<file path="config.mk">
export PLATFORM = sky130hd
export DESIGN_NAME = chan_bitstream_loader
export DESIGN_NICKNAME = d
export VERILOG_FILES = /design/src/rtl/chan_bitstream_loader.sv
export SDC_FILE = /design/constraint.sdc
export NUM_CORES = 1
export LEC_CHECK = 0
export BUFFER_PORTS_ARGS = -buffer_cell sky130_fd_sc_hd__buf_2
export CORE_MARGIN = 8
export CORE_UTILIZATION = 56
export DETAILED_ROUTE_END_ITERATION = 12
export GPL_ROUTABILITY_DRIVEN = 1
export HOLD_SLACK_MARGIN = 0.08
export PLACE_DENSITY_LB_ADDON = 0.05
export SKIP_LAST_GASP = 1
export SLEW_MARGIN = 20
export SYNTH_ARGS = -nofsm -noshare
export SYNTH_HDL_FRONTEND = slang
export SYNTH_SLANG_ARGS = --single-unit
</file>
<file path="constraint.sdc">
create_clock -name clk -period 3.9 [get_ports clk]
set_input_delay 0.975 -clock clk [delete_from_list [all_inputs] [get_ports clk]]
set_output_delay 0.975 -clock clk [all_outputs]
set_load 0.05 [all_outputs]
</file>
<file path="src/rtl/chan_bitstream_loader.sv">
// rtl/chan_bitstream_loader.sv - channel FPGA configuration sequencer driving the SPI flash interface
module chan_bitstream_loader #(
  parameter int unsigned PROG_PULSE_CYCLES = 100,
  parameter logic [23:0] INIT_TIMEOUT      = 24'd500000,
  parameter logic [23:0] DONE_TIMEOUT      = 24'd500000,
  parameter logic [7:0]  READ_OPCODE       = 8'h03,
  parameter logic [23:0] FLASH_ADDR        = 24'h000000
) (
  input  logic        clk,
  input  logic        reset,
  input  logic        start,
  output logic        busy,
  output logic        cfg_done,
  output logic [1:0]  cfg_error,
  output logic        prog_chan_in_progress,
  output logic        pc_wbuf_wr_en,
  output logic [6:0]  pc_wbuf_wr_addr,
  output logic [31:0] pc_wbuf_data_in,
  output logic        read_bitstream,
  input  logic        end_bitstream,
  output logic        chan_prog_b,
  input  logic        chan_init_b,
  input  logic        chan_done
);

  localparam logic [23:0] PROG_LEN   = 24'(PROG_PULSE_CYCLES);
  localparam logic [23:0] CLAIM_LEN  = 24'd4;
  localparam logic [23:0] WRITE_LEN  = 24'd4;
  localparam logic [31:0] CMD_WORD   = {READ_OPCODE, FLASH_ADDR};

  typedef enum logic [3:0] {
    IDLE, CLAIM, WRITE, PROG_LOW, WAIT_INIT,
    START_READ, WAIT_END, WAIT_DONE, PASS, FAIL
  } state_t;

  state_t      state, state_next;
  logic [23:0] cnt, cnt_inc;
  logic        init_meta, init_sync, done_meta, done_sync;
  logic [1:0]  fail_code;

  always_ff @(posedge clk) begin
    if (reset) begin
      init_meta <= 1'b0;
      init_sync <= 1'b0;
      done_meta <= 1'b0;
      done_sync <= 1'b0;
    end else begin
      init_meta <= chan_init_b;
      init_sync <= init_meta;
      done_meta <= chan_done;
      done_sync <= done_meta;
    end
  end

  // One shared counter serves every timed state; it restarts on each state change.
  assign cnt_inc = cnt + 24'd1;

  always_ff @(posedge clk) begin
    if (reset) begin
      state <= IDLE;
      cnt   <= 24'd0;
    end else begin
      state <= state_next;
      if (state_next != state)
        cnt <= 24'd0;
      else if (cnt != 24'hFFFFFF)
        cnt <= cnt_inc;
    end
  end

  always_comb begin
    state_next = state;
    case (state)
      IDLE:       if (start) state_next = CLAIM;
      CLAIM:      if (cnt_inc == CLAIM_LEN) state_next = WRITE;
      WRITE:      if (cnt_inc == WRITE_LEN) state_next = PROG_LOW;
      PROG_LOW:   if (cnt_inc == PROG_LEN) state_next = WAIT_INIT;
      WAIT_INIT: begin
        if (init_sync)
          state_next = START_READ;
        else if (cnt_inc == INIT_TIMEOUT)
          state_next = FAIL;
      end
      START_READ: state_next = WAIT_END;
      WAIT_END:   if (end_bitstream) state_next = WAIT_DONE;
      WAIT_DONE: begin
        if (done_sync)
          state_next = PASS;
        else if (cnt_inc == DONE_TIMEOUT)
          state_next = FAIL;
      end
      PASS:       state_next = IDLE;
      FAIL:       state_next = IDLE;
      default:    state_next = IDLE;
    endcase
  end

  // Outputs are registered from the next state so they line up with the state they describe.
  always_ff @(posedge clk) begin
    if (reset) begin
      busy                  <= 1'b0;
      prog_chan_in_progress <= 1'b0;
      pc_wbuf_wr_en         <= 1'b0;
      pc_wbuf_data_in       <= 32'd0;
      read_bitstream        <= 1'b0;
      chan_prog_b           <= 1'b1;
      cfg_done              <= 1'b0;
      cfg_error             <= 2'b00;
      fail_code             <= 2'b00;
    end else begin
      busy                  <= (state_next != IDLE);
      prog_chan_in_progress <= (state_next != IDLE);
      pc_wbuf_wr_en         <= (state_next == WRITE);
      pc_wbuf_data_in       <= (state_next != IDLE) ? CMD_WORD : 32'd0;
      read_bitstream        <= (state_next == START_READ);
      chan_prog_b           <= (state_next != PROG_LOW);
      if (state_next == FAIL && state != FAIL)
        fail_code <= (state == WAIT_INIT) ? 2'b01 : 2'b10;
      if (state == IDLE && start) begin
        cfg_done  <= 1'b0;
        cfg_error <= 2'b00;
      end else if (state == PASS) begin
        cfg_done <= 1'b1;
      end else if (state == FAIL) begin
        cfg_error <= fail_code;
      end
    end
  end

  assign pc_wbuf_wr_addr = 7'd0;

endmodule

</file>
# Word-level counts from Yosys, hierarchy flattened
# Cells that the tools add are included.
[totals]
regBits = 73
output_inout_bits = 47
elab_cells = 53
[classes]
addsub = 1
eq_ne = 19
mux = 11
bitwise = 1
reduce_logical = 7
[ops]
columns = ["cell", "n"]
rows = [
  ["2-to-1 mux 4 bit", 8],
  ["case mux 4 bit (8 select lines)", 1],
  ["2-to-1 mux 26 bit", 1],
  ["adder 24 x 1 -> 24 bit, second input constant", 1],
  ["equality test 24 x 19 -> 1 bit, second input constant", 1],
  ["equality test 24 x 3 -> 1 bit, second input constant", 1],
  ["equality test 24 x 7 -> 1 bit, second input constant", 1],
  ["inequality test 24 bit, second input constant", 1],
  ["equality test 4 x 3 -> 1 bit, second input constant", 5],
  ["equality test 4 x 2 -> 1 bit, second input constant", 3],
  ["equality test 4 bit, second input constant", 3],
  ["equality test 4 x 1 -> 1 bit, second input constant", 1],
  ["logical NOT 4 bit", 1],
  ["inequality test 4 x 2 -> 1 bit, second input constant", 1],
  ["inequality test 4 bit", 1],
  ["inequality test 4 bit, second input constant", 1],
  ["nonzero test 4 bit", 1],
  ["OR reduction 2 bit", 2],
  ["logical AND 1 bit", 2],
  ["2-to-1 mux 2 bit", 1],
  ["AND reduction 2 bit", 1],
  ["NOT 1 bit", 1],
]

# Depth between registers and ports, before layout
[depth]
word_depth = 7
mapped_depth = 13
ltp_nobuf = 10

# Worst setup path after synthesis
# Ideal clock, no wire load.
[synth_path]
path_type = "register to register"
startpoint = "reg cnt[0]"
endpoint = "reg cnt[12]"
setup_time_ps = 140
t_arrival_ps = 3298
required_ps = 3760
setup_slack_ps = 463
path_stages_with_launch = 14
n_path_buf = 3
cell_sequence = "dfxtp_1 > ha_1 > buf_2 > and3_1 > clkbuf_1 > nand3_1 > o31ai_4 > nand4_1 > or3_4 > o31a_1 > nor4_4 > mux2i_2 > buf_6 > a21oi_2"
[synth_between]
elab_chain_len = 7
[synth_rtl]
columns = ["element", "line", "source"]
rows = [
  ["start, declared", "37", "logic [23:0] cnt, cnt_inc;"],
  ["start signal, assigned", "67", "cnt <= cnt_inc;"],
  ["adder 24 x 1 -> 24 bit", "56", "assign cnt_inc = cnt + 24'd1;"],
  ["equality test 24 x 19 -> 1 bit", "81, 89", ""],
  ["2-to-1 mux 4 bit", "81, 89", ""],
  ["2-to-1 mux 4 bit (on tied branches)", "87, 79", ""],
  ["case mux 4 bit (8 select lines)", "73", "case (state)"],
  ["inequality test 4 bit", "64", "if (state_next != state)"],
  ["OR reduction 2 bit (no line)", "-", ""],
]
# Parallel ways exist; a longest one is shown, timed or not.
# A chain may end at the register's enable or synchronous reset.

# Worst setup path after layout
[layout_path]
startpoint = "reg cnt[10]"
endpoint = "reg cnt[18]"
# Same word-level chain as after synthesis.

==> reports/results.tsv <==
stage	metric	value	unit
synthesis	Synth Area in XOR/XNOR	5.12	%
global_route	gr busiest metal	met2	
setup_path	Crit Path Max Fanout	24	
synthesis	mux contribution to synthesized area	2.38	%
synthesis	Post-Synthesis Cell Area	0.00274	mm2
detailed_routing	Remaining DRCs	0	
setup_path	crit end category	register	
synthesis	Synth Warn #	0	
die	Rows	25	
timing	TNS Setup	0	ps
clock_tree	clock buffer count from CTS	5	
global_route	M1 GR Usage	23.0	%
timing	Final setup viols	0	
detailed_routing	DRT Pass-1 Iters	5	
synthesis	Synth Area in Adders	0.457	%
timing	highest clock rate	278	MHz
placement	Placer Congestion	0.863	
power	pwr dens	299	mW/mm2
synthesis	largest family of logic cells by synthesized area	simple AND/OR/NAND/NOR gates	
placement	HPWL after DPL	4480	um
synthesis	Post-Synthesis Cells	324	
clock_tree	H-tree depth	2	
synthesis	Compound-Gate Fraction of Synth Area	17.7	%
synthesis	share of the synthesized area in the top cell type	30.0	%
synthesis	Post-synth EDFFs	0	
run_status	status	complete, no violations	
clock_tree	CTS tree	done	
cells_and_area	Nets	342	
global_route	met3 usage	4.78	%
synthesis	Synth Flop Type	dfxtp_1	
global_route	first-pass GRT wire length	10100	um
detailed_routing	WL final	5900	um
cells_and_area	commonest non-fill, non-tap cells in the layout	dfxtp_1 (41), conb_1 (37), nor2_1 (20), nand2_1 (17), nand3_1 (16)	
detailed_routing	vias per cell	5.67	
die	core box area	0.00472	mm2
setup_path	Worst setup SP type	register	
setup_path	CP Cell Sequence	nand4_4, or3_1, o31ai_4, nand4_1, or3_4, o31a_1, nor4_4, mux2i_4, buf_12, a31oi_1	
synthesis	Area contributors post-synth	dfxtp_1 (30%), buf_4 (11%), a21oi_2 (4.2%)	
synthesis	Seq/Total Area, Yosys	30.0	%
synthesis	Seq cells post-synth	41	
clock_tree	Clock transition at path regs	80	ps
synthesis	asr flop ratio synth	0	%
job	max-cap violations	0	
placement	port buffer count	15	
cells_and_area	Multi-input gate area	0.00164	mm2
die	die area	0.00738	mm2
timing	RSZ-0062 raised after global routing	no	
global_route	GRT Total Usage	16.5	%
detailed_routing	1st-iter DRT viols	169	
power	VDD IR max	0.000179	V
setup_path	Worst path slowest cell	dfxtp_1	
power	Leak	1.02	nW
cells_and_area	final core occ	59.8	%
synthesis	Synth cell types	64	
clock_tree	clk buf depth	2	
min_path	Hold Path Class	register to register	
global_route	GR Layer Usage met2	23.3	%
timing	max-slew violation count	0	
die	IO Pins	53	
placement	Setup WS pre-CTS	186	ps
detailed_routing	routed length per placed instance	14.6	um
clock_tree	CTS Root Cell	clkbuf_8	
timing	Fin Clk Skew	5.55	ps
setup_path	critical path required time	4070	ps
timing	Slew HR	59.3	%
clock_tree	Clock Sinks	41	
timing	worst hold slack	439	ps
power	total power	0.845	mW
global_route	largest net degree at the start of global routing	25	
timing	period utilization	92.3	%
timing	final hold violation count	0	
setup_path	worst endpoint data arrival time	3770	ps
cells_and_area	most common cell after layout, fill and taps aside	dfxtp_1	
timing	post-route minimum period	3600	ps
detailed_routing	Via Count	2284	
synthesis	largest area contributor in the netlist	dfxtp_1	
global_route	vias in the first global route	2094	
detailed_routing	Routed Antenna Nets	0	
global_route	initial antenna violation count	0	
timing	Final WS setup	301	ps
cells_and_area	ANT cells	0	
synthesis	Syn Area/Cell	8.45	um2
setup_path	delay of the slowest critical-path stage	520	ps
cells_and_area	register area	821	um2
global_route	grt total ovfl	0	
die	Die X-Extent	85.9	um
clock_tree	clk_lat worst skew	290	ps
die	initial core utilization	58.0	%
timing	worst slew pin tran	608	ps
die	die height	85.9	um
synthesis	Synth Area in Simple Gates	28.4	%
cells_and_area	layout cells sized above 1	19.9	%
setup_path	critical path type	register to register	
cells_and_area	Filler cells	457	
cells_and_area	P&R area growth vs syn	3.11	%
registers in the layout, summed over array words and instances, names as in the netlist:
signal           cells
chan_prog_b          1
pc_wbuf_wr_en        1
state                4
done_meta            1
done_sync            1
pc_wbuf_data_in      1
init_meta            1
cnt                 24
read_bitstream       1
init_sync            1
fail_code            2
cfg_error            2
cfg_done             1
cell type report:
class                      instances  share of cell area [%]
clock buffer                       6                    2.57
clock inverter                     2                   0.354
inverter                           9                    1.20
multi-input combinational        253                    58.1
sequential                        41                    29.1
tap                               67                    2.97
timing repair buffer              25                    5.76
cells in the mapped netlist (3+ instances only):
cell,count
nand3_1,16
a21oi_2,13
and4_1,3
xnor2_1,11
nor2_2,7
mux2i_1,4
o31ai_1,4
a31oi_1,6
buf_4,41
xor2_1,5
a21o_1,3
nor2_1,20
nor3_1,11
nand4_1,12
nor2b_1,7
o21ai_0,7
buf_2,6
a21oi_1,7
buf_6,3
inv_1,8
clkbuf_1,6
dfxtp_1,41
nor4_1,9
a211oi_1,3
and3_1,7
nand2_1,17
where the power goes:
group / switching (mW) / leakage, nW / internal, mW
logic: 0.123 / 0.646 / 0.0243
clock network: 0.142 / 0.0450 / 0.124
registers: 0.00831 / 0.332 / 0.424
logic make-up (layout without fill, tap and decap cells):
logic type / after synthesis / count (layout)
simple gates: 130 / 130
buf+inv: 66 / 42
compound gates: 63 / 63
flops: 41 / 41
xor+xnor: 16 / 16
mux: 6 / 6
fa+ha+maj: 1 / 1
other cells: 1 / 37
layer usage:
metal,routed length (um),vias to the layer above,part of all wire [%]
li1,-,1117,-
met1,2810,1074,48
met2,2510,86,42
met3,518,7,8.8
met4,69,0,1.2
met5,0,-,0
stage by stage:
| stage | std cells | area (um2) |
|---|---|---|
| 6_report | 403 | 2820 |
| 5_1_grt | 403 | 2820 |
| 4_1_cts | 403 | 2810 |
| 3_5_place_dp | 395 | 2730 |
| 3_3_place_gp | 395 | 2730 |
| 2_1_floorplan | 360 | 2870 |
critical path: cells and delay by family (launching register included):
family | cells | cell delay (ps)
simple gates | 5 | 1720
compound gates | 3 | 700
flops | 1 | 520
mux | 1 | 310
buf+inv | 1 | 220
worst paths after layout:
path              from        end  slack [ps]  cells after the start
min reg2reg  init_meta  init_sync         440                      1
min          init_meta  init_sync         440                      1
max reg2reg    cnt[10]    cnt[18]         300                     10
max            cnt[10]    cnt[18]         300                     10
what timing repair did:
item,CTS,global route
hold endpoints to repair,0,0
resized for setup,0,2
setup endpoints to repair,0,26
buffers inserted,0,0
hold buffers,0,0
No activity file was read; power rests on OpenSTA's default activity.
